<file path="src/rtl/link_mon_defs.vh">
// Shared link-monitor definitions: state encodings and event-byte field positions.
`ifndef LINK_MON_DEFS_VH
`define LINK_MON_DEFS_VH

`define LM_ST_HUNT      2'b00
`define LM_ST_SYNC      2'b01
`define LM_ST_LOCKED    2'b10
`define LM_ST_LOST      2'b11

`define LM_EVT_STATE_HI 7
`define LM_EVT_STATE_LO 6
`define LM_EVT_OVR_BIT  5
`define LM_EVT_FLAGS_HI 2
`define LM_EVT_FLAGS_LO 0

`endif

</file>
<file path="src/rtl/link_health_monitor_pkg.sv">
// Link health monitor package: state type, event-byte layout and event builder.
package link_health_monitor_pkg;

`include "link_mon_defs.vh"

    typedef enum logic [1:0] {
        ST_HUNT   = `LM_ST_HUNT,
        ST_SYNC   = `LM_ST_SYNC,
        ST_LOCKED = `LM_ST_LOCKED,
        ST_LOST   = `LM_ST_LOST
    } lm_state_t;

    localparam int unsigned EVT_OVR_BIT = `LM_EVT_OVR_BIT;

    function automatic logic [7:0] make_evt(input lm_state_t st, input logic [2:0] flags);
        logic [7:0] b;
        b = '0;
        b[`LM_EVT_STATE_HI:`LM_EVT_STATE_LO] = st;
        b[`LM_EVT_FLAGS_HI:`LM_EVT_FLAGS_LO] = flags;
        return b;
    endfunction

endpackage

</file>
<file path="src/rtl/link_health_monitor_if.sv">
// Symbol input, status and debug-event stream signals of the link health monitor.
interface link_health_monitor_if;
    logic        i_sym_valid;
    logic [2:0]  i_sym_error;
    logic        i_clear;
    logic [1:0]  o_state;
    logic        o_link_up;
    logic [15:0] o_err_count;
    logic        o_evt_valid;
    logic [7:0]  o_evt_data;
    logic        i_evt_ready;

    modport master (
        output i_sym_valid, i_sym_error, i_clear, i_evt_ready,
        input  o_state, o_link_up, o_err_count, o_evt_valid, o_evt_data
    );

    modport slave (
        input  i_sym_valid, i_sym_error, i_clear, i_evt_ready,
        output o_state, o_link_up, o_err_count, o_evt_valid, o_evt_data
    );
endinterface

</file>
<file path="src/rtl/link_mon_evt_reg.sv">
// Single-entry status event holding register with valid/ready handshake and overrun flag.
module link_mon_evt_reg
    import link_health_monitor_pkg::*;
(
    input  logic       i_clk,
    input  logic       i_reset,
    input  logic       i_post,
    input  logic [7:0] i_post_data,
    input  logic       i_evt_ready,
    output logic       o_evt_valid,
    output logic [7:0] o_evt_data
);

    logic [7:0] load_data;

    // Overrun only when the pending event is replaced without having been taken.
    always_comb begin
        load_data = i_post_data;
        load_data[EVT_OVR_BIT] = o_evt_valid && !i_evt_ready;
    end

    always_ff @(posedge i_clk or posedge i_reset) begin
        if (i_reset) begin
            o_evt_valid <= 1'b0;
            o_evt_data  <= '0;
        end else if (i_post) begin
            o_evt_valid <= 1'b1;
            o_evt_data  <= load_data;
        end else if (o_evt_valid && i_evt_ready) begin
            o_evt_valid <= 1'b0;
        end
    end

endmodule

</file>
<file path="src/rtl/link_health_monitor.sv">
// 8b10b link health monitor: HUNT/SYNC/LOCKED/LOST tracking, error total, status events.
// Optional inactivity timeout enabled by defining LINK_MON_TIMEOUT_EN.
module link_health_monitor
    import link_health_monitor_pkg::*;
#(
    parameter int unsigned CLK_RATE_HZ = 60_000_000,
    parameter int unsigned LOCK_CNT    = 64,
    parameter int unsigned WINDOW_SYMS = 256,
    parameter int unsigned LOSS_ERR    = 4,
    parameter int unsigned TIMEOUT_US  = 100
) (
    input  logic i_clk,
    input  logic i_reset,
    link_health_monitor_if.slave lm
);

    localparam int unsigned GW = $clog2(LOCK_CNT + 1);
    localparam int unsigned WW = (WINDOW_SYMS > 1) ? $clog2(WINDOW_SYMS) : 1;
    localparam int unsigned EW = $clog2(LOSS_ERR + 1);

    lm_state_t   state, state_n;
    logic [GW-1:0] good_cnt, good_n;
    logic [WW-1:0] win_cnt, win_n;
    logic [EW-1:0] win_err, werr_n;
    logic [15:0] err_count;
    logic [2:0]  last_flags, evt_flags;
    logic        sym_ok, sym_bad;
    logic        timeout;

    assign sym_ok  = lm.i_sym_valid && (lm.i_sym_error == '0);
    assign sym_bad = lm.i_sym_valid && (lm.i_sym_error != '0);

`ifdef LINK_MON_TIMEOUT_EN
    localparam int unsigned TIMEOUT_CYC = CLK_RATE_HZ / 1_000_000 * TIMEOUT_US;
    localparam int unsigned TW = $clog2(TIMEOUT_CYC + 1);

    logic [TW-1:0] idle_cnt;

    always_ff @(posedge i_clk or posedge i_reset) begin
        if (i_reset) begin
            idle_cnt <= '0;
        end else if (lm.i_sym_valid || state == ST_HUNT || state == ST_LOST) begin
            idle_cnt <= '0;
        end else if (!timeout) begin
            idle_cnt <= idle_cnt + TW'(1);
        end
    end

    // Fires on the TIMEOUT_CYC-th consecutive idle cycle, so the state moves on that edge.
    assign timeout = !lm.i_sym_valid && (idle_cnt == TW'(TIMEOUT_CYC - 1)) &&
                     (state == ST_SYNC || state == ST_LOCKED);
`else
    logic unused_timeout_cfg;
    assign unused_timeout_cfg = ^{CLK_RATE_HZ, TIMEOUT_US};
    assign timeout = 1'b0;
`endif

    always_comb begin
        state_n = state;
        good_n  = good_cnt;
        win_n   = win_cnt;
        werr_n  = win_err;
        unique case (state)
            ST_HUNT: begin
                if (sym_ok) begin
                    state_n = ST_SYNC;
                    good_n  = GW'(1);
                end
            end
            ST_SYNC: begin
                if (sym_bad) begin
                    state_n = ST_HUNT;
                end else if (sym_ok) begin
                    good_n = good_cnt + GW'(1);
                    if (good_n == GW'(LOCK_CNT)) begin
                        state_n = ST_LOCKED;
                        win_n   = '0;
                        werr_n  = '0;
                    end
                end else if (timeout) begin
                    state_n = ST_HUNT;
                end
            end
            ST_LOCKED: begin
                if (lm.i_sym_valid) begin
                    // The wrapping symbol is the first one counted in the new window.
                    if (win_cnt == WW'(WINDOW_SYMS - 1)) begin
                        win_n  = '0;
                        werr_n = EW'(sym_bad);
                    end else begin
                        win_n  = win_cnt + WW'(1);
                        werr_n = win_err + EW'(sym_bad);
                    end
                    if (werr_n >= EW'(LOSS_ERR)) begin
                        state_n = ST_LOST;
                    end
                end else if (timeout) begin
                    state_n = ST_LOST;
                end
            end
            ST_LOST: begin
                state_n = ST_HUNT;
            end
            default: state_n = ST_HUNT;
        endcase
        if (state_n == ST_HUNT) begin
            good_n = '0;
            win_n  = '0;
            werr_n = '0;
        end
    end

    // Event flags are those of the symbol that caused the entry; input is ignored in LOST.
    always_comb begin
        evt_flags = last_flags;
        if (lm.i_sym_valid && state != ST_LOST) begin
            evt_flags = lm.i_sym_error;
        end
    end

    always_ff @(posedge i_clk or posedge i_reset) begin
        if (i_reset) begin
            state      <= ST_HUNT;
            good_cnt   <= '0;
            win_cnt    <= '0;
            win_err    <= '0;
            last_flags <= '0;
        end else begin
            state      <= state_n;
            good_cnt   <= good_n;
            win_cnt    <= win_n;
            win_err    <= werr_n;
            last_flags <= evt_flags;
        end
    end

    always_ff @(posedge i_clk or posedge i_reset) begin
        if (i_reset) begin
            err_count <= '0;
        end else if (lm.i_clear) begin
            err_count <= sym_bad ? 16'd1 : 16'd0;
        end else if (sym_bad && err_count != '1) begin
            err_count <= err_count + 16'd1;
        end
    end

    link_mon_evt_reg u_evt_reg (
        .i_clk       (i_clk),
        .i_reset     (i_reset),
        .i_post      (state_n != state),
        .i_post_data (make_evt(state_n, evt_flags)),
        .i_evt_ready (lm.i_evt_ready),
        .o_evt_valid (lm.o_evt_valid),
        .o_evt_data  (lm.o_evt_data)
    );

    assign lm.o_state     = state;
    assign lm.o_link_up   = (state == ST_LOCKED);
    assign lm.o_err_count = err_count;

endmodule

</file>
<file path="src/flat_wrapper.sv">
// flat-port wrapper written by rule: the top's interface ports become plain ports
module link_health_monitor_flat import link_health_monitor_pkg::*;
#(
    parameter int unsigned CLK_RATE_HZ = 60_000_000,
    parameter int unsigned LOCK_CNT    = 64,
    parameter int unsigned WINDOW_SYMS = 256,
    parameter int unsigned LOSS_ERR    = 4,
    parameter int unsigned TIMEOUT_US  = 100
)
  (i_clk, i_reset, lm_i_sym_valid, lm_i_sym_error, lm_i_clear, lm_i_evt_ready, lm_o_state, lm_o_link_up, lm_o_err_count, lm_o_evt_valid, lm_o_evt_data);
  link_health_monitor_if lm_i ();
  input  logic i_clk;
  input  logic i_reset;
  input wire logic [$bits(lm_i.i_sym_valid)-1:0] lm_i_sym_valid;
  input wire logic [$bits(lm_i.i_sym_error)-1:0] lm_i_sym_error;
  input wire logic [$bits(lm_i.i_clear)-1:0] lm_i_clear;
  input wire logic [$bits(lm_i.i_evt_ready)-1:0] lm_i_evt_ready;
  output wire logic [$bits(lm_i.o_state)-1:0] lm_o_state;
  output wire logic [$bits(lm_i.o_link_up)-1:0] lm_o_link_up;
  output wire logic [$bits(lm_i.o_err_count)-1:0] lm_o_err_count;
  output wire logic [$bits(lm_i.o_evt_valid)-1:0] lm_o_evt_valid;
  output wire logic [$bits(lm_i.o_evt_data)-1:0] lm_o_evt_data;
  assign lm_i.i_sym_valid = lm_i_sym_valid;
  assign lm_i.i_sym_error = lm_i_sym_error;
  assign lm_i.i_clear = lm_i_clear;
  assign lm_i.i_evt_ready = lm_i_evt_ready;
  assign lm_o_state = lm_i.o_state;
  assign lm_o_link_up = lm_i.o_link_up;
  assign lm_o_err_count = lm_i.o_err_count;
  assign lm_o_evt_valid = lm_i.o_evt_valid;
  assign lm_o_evt_data = lm_i.o_evt_data;
  link_health_monitor #(.CLK_RATE_HZ(CLK_RATE_HZ), .LOCK_CNT(LOCK_CNT), .WINDOW_SYMS(WINDOW_SYMS), .LOSS_ERR(LOSS_ERR), .TIMEOUT_US(TIMEOUT_US)) u_core (.i_clk(i_clk), .i_reset(i_reset), .lm(lm_i));
endmodule
</file>
<file path="config.mk">
export PLATFORM = sky130hd
export DESIGN_NAME = link_health_monitor_flat
export DESIGN_NICKNAME = d
export VERILOG_FILES = /design/src/rtl/link_health_monitor_pkg.sv /design/src/rtl/link_health_monitor_if.sv /design/src/rtl/link_mon_evt_reg.sv /design/src/rtl/link_health_monitor.sv /design/src/flat_wrapper.sv
export VERILOG_INCLUDE_DIRS = /design/src /design/src/rtl
export SDC_FILE = /design/constraint.sdc
export NUM_CORES = 1
export LEC_CHECK = 0
export ABC_CLOCK_PERIOD_IN_PS = 2300
export BUFFER_PORTS_ARGS = -buffer_cell sky130_fd_sc_hd__buf_4
export CAP_MARGIN = 5
export CORE_MARGIN = 1.5
export CORE_UTILIZATION = 40
export DETAILED_ROUTE_END_ITERATION = 10
export PLACE_DENSITY_LB_ADDON = 0.1
export SLEW_MARGIN = 20
export SYNTH_ARGS = -nofsm -noshare
export SYNTH_HDL_FRONTEND = slang
export SYNTH_SLANG_ARGS = --single-unit
</file>
<file path="constraint.sdc">
create_clock -name i_clk -period 2.3 [get_ports i_clk]
set_clock_uncertainty 0.15 [all_clocks]
set_input_delay 0.46 -clock i_clk [delete_from_list [all_inputs] [get_ports i_clk]]
set_output_delay 0.46 -clock i_clk [all_outputs]
set_load 0.1 [all_outputs]
</file>
==> impl_metrics.ini <==
[sta]
fmax_mhz = 438.0
setup_tns_ns = 0
finalHoldViolations = 0
period_needed_ns = 2.283
slew_viol_final = 0
finalCritPeriodShare_pct = 99.26
rsz0062_at_grt = true
finalSetupViolations = 0

[power]
comb_power_share_pct = 25.0
sw_frac_of_total_pct = 34.73
total_power_w = 0.001856
power_density_nw_per_um2 = 576.3
vdd_ir_drop_max_mv = 0.5637
p_switching_w = 0.0006446
seq_power_share_pct = 47.0
p_int_w = 0.001211
leakagePower_nw = 1.399
clkPwrFrac_pct = 28.0

[placed_design]
dpl.cell_count = 381
portBuffers = 33
dp_hpwl_um = 4125
place_area_um2 = 3102
place.gp.congestion = 0.8235

[floorplanning]
start_util_pct = 41.96
core_area_um2 = 5991
io_pins = 36
dieHeight_um = 82.27
die_w_um = 82.27
rows = 28
die-area_um2 = 6768

[grt]
grt.overflow.total = 0
grt_pass1_vias = 2021
grt_pass1_wl_um = 9873
antenna_found_initial = 0
gr-usage-all-layers_pct = 19.02
grt_max_degree = 47

[clock_network]
hold_buffers = 0
clkTransAtPathRegs_ns = 0.08
clk_latency_ns = 0.30
cts.sinks = 46
cts_root_buffer = clkbuf_8
cts_tree = built
numCtsBuffers = 5
htree_levels = 2
ctsLongestPathBuffers = 2

[detailed_routing]
routed-via-count = 2113
viasPerCell = 5.404
wirelength_um = 5677
antenna_left = 0
routedWlPerCell_um = 14.52
first_pass_iters = 4
drcViolationCount = 0
drt_iter0_markers = 121

[yosys]
ys_seq_area_share_pct = 45.79
synth.distinct_cells = 55
synth_top_area_cell = dfrtp_1
synth_area_leaders = dfrtp_1 46%, nor2_1 3.3%, xnor2_1 3.1%
postSynthCellCount = 260
netlist.area_leader.share_pct = 45.79
synth.most_common_cell = dfrtp_1
yosysWarnings = 0
syn_area_um2 = 2514
avgSynthCellArea_um2 = 9.668
synthArstFlopShare_pct = 100.0
ys_seq_elements = 46
synth_commonest_cells = 46 x dfrtp_1, 22 x nor2_1, 19 x nand2_1
synth_flop_cell = dfrtp_1
synth-edff-count = 0

[critical_path]
critical-path-top-delay-family = compound AO/OA/AOI/OAI gates
cp_slowest_cell = or3_4
worstPathRequired_ns = 2.34
cpMostUsedCell = ha_4
crit_chain = buf_6 > o31ai_4 > inv_2 > ha_4 > ha_4 > xor2_1 > o211a_1 > or3_4 > o221ai_4 > mux2_4
cp.arrival_ns = 2.32
path_buf_inv = 2
rr_startpoint = u_core.good_cnt[1]
setup.worst_path.class = in2reg
cp.depth = 10
crit_fanout = 7
crit_path_end_kind = register
rr_worst_depth = 6
cpPeakStageDelay_ns = 0.35
cp-start-kind = input port
critPathLaunch = lm_i_sym_error[1]

[finish]
fillers = 550
drive_gt1_share_pct = 33.86
num-nets-final = 328
fin_area_um2 = 3221
finalNonFillerCells = 391
insertedDiodeCount = 0
area_delta_synth_final_pct = 28.12

[run_status]
status = finished, final reports clean

[run]
drv_cap = 0

[worst_hold_path]
hp-class = in2async
power groups by stage:
stage	clock (W)	combinational, W	sequential, W
final	0.000519	0.000464	0.000873
after global routing	0.000579	0.000490	0.000881
after CTS	0.000548	0.000467	0.000875
after detailed placement	0	0.000464	0.000889
after global placement	0	0.000460	0.000890
after floorplan	0	0.000136	0.00111
registers in the layout, indices dropped and copies added (netlist names):
| name | cells |
|---|---|
| u_core.win_cnt | 8 |
| u_core.last_flags | 3 |
| u_core.win_err | 3 |
| u_core.good_cnt | 7 |
| u_core.u_evt_reg.o_evt_valid | 1 |
| u_core.u_evt_reg.o_evt_data | 6 |
| u_core.lm.o_state | 2 |
| u_core.lm.o_err_count | 16 |
worst register-to-register path, cell delays in order (launching register included):
cell,delay (ns)
dfrtp_2,0.42
nand3_2,0.10
or4b_4,0.52
a2111oi_4,0.34
a21o_1,0.20
buf_4,0.19
mux2i_1,0.20
cell families (layout without fill, tap and decap cells):
logic type               count (synthesis)  in the layout  synth area share, %
AO/OA/AOI/OAI                           49             49                13.54
XOR/XNOR                                16             16                5.575
adder cells (fa/ha/maj)                  5              5                2.489
buffers and inverters                   27             82                4.480
flip-flops                              46             46                45.79
multiplexers                            14             14                6.023
other                                    1              2               0.1492
AND/OR/NAND/NOR                        102            102                21.95
per-layer routing:
layer | routed length, µm | track usage, %
met1 | 2871 | 27.54
met2 | 2574 | 28.21
met3 | 185 | 4.505
met4 | 46 | 5.085
met5 | 0 | 0
cell type report:
cell class	instances	area (µm²)	share of cell area (%)
Tap cell	75	93.84	2.914
Timing Repair Buffer	57	447.9	13.91
Clock inverter	2	12.51	0.3885
Multi-Input combinational cell	188	1343	41.69
Sequential cell	46	1176	36.52
Inverter	17	65.06	2.020
Clock buffer	6	82.58	2.564
cells in the final DEF (no fill, tap or decap), drive strengths merged, types with 5 or more instances in the layout:
| master | instances |
|---|---|
| a21oi | 8 |
| nand4 | 10 |
| nor3 | 10 |
| inv | 16 |
| mux2 | 9 |
| xor2 | 7 |
| nand2 | 19 |
| xnor2 | 9 |
| dfrtp | 46 |
| o21ai | 15 |
| buf | 57 |
| nand3 | 10 |
| ha | 5 |
| mux2i | 5 |
| nor4 | 5 |
| clkbuf | 6 |
| nor2 | 22 |
per-stage QoR:
step	utilization (%)	hold WS [ns]	setup slack, ns
after floorplan	-	0.3222	-0.1474
after global placement	51.78	0.3373	-0.2931
after detailed placement	51.78	0.3380	-0.3426
after CTS	53.55	0.05270	0.006639
after global routing	53.76	0.06051	-0.02452
final	53.76	0.04050	0.01702
timing repair:
action                                  in CTS  in global routing
pin swaps                                    1                  0
endpoints found under the setup margin       5                  7
buffers inserted                             1                  1
resized for setup                            1                  2
worst paths after layout:
check                      slack, ns                              to
max in group asynchronous       1.72            u_core.lm.o_state[0]
setup reg to reg                0.12               u_core.win_cnt[1]
hold reg to reg                 0.35            u_core.last_flags[0]
setup / recovery                0.02  u_core.u_evt_reg.o_evt_data[0]
hold / removal                  0.04  u_core.u_evt_reg.o_evt_data[5]
min in group i_clk              0.17    u_core.u_evt_reg.o_evt_valid
No activity file was read; power rests on OpenSTA's default activity.
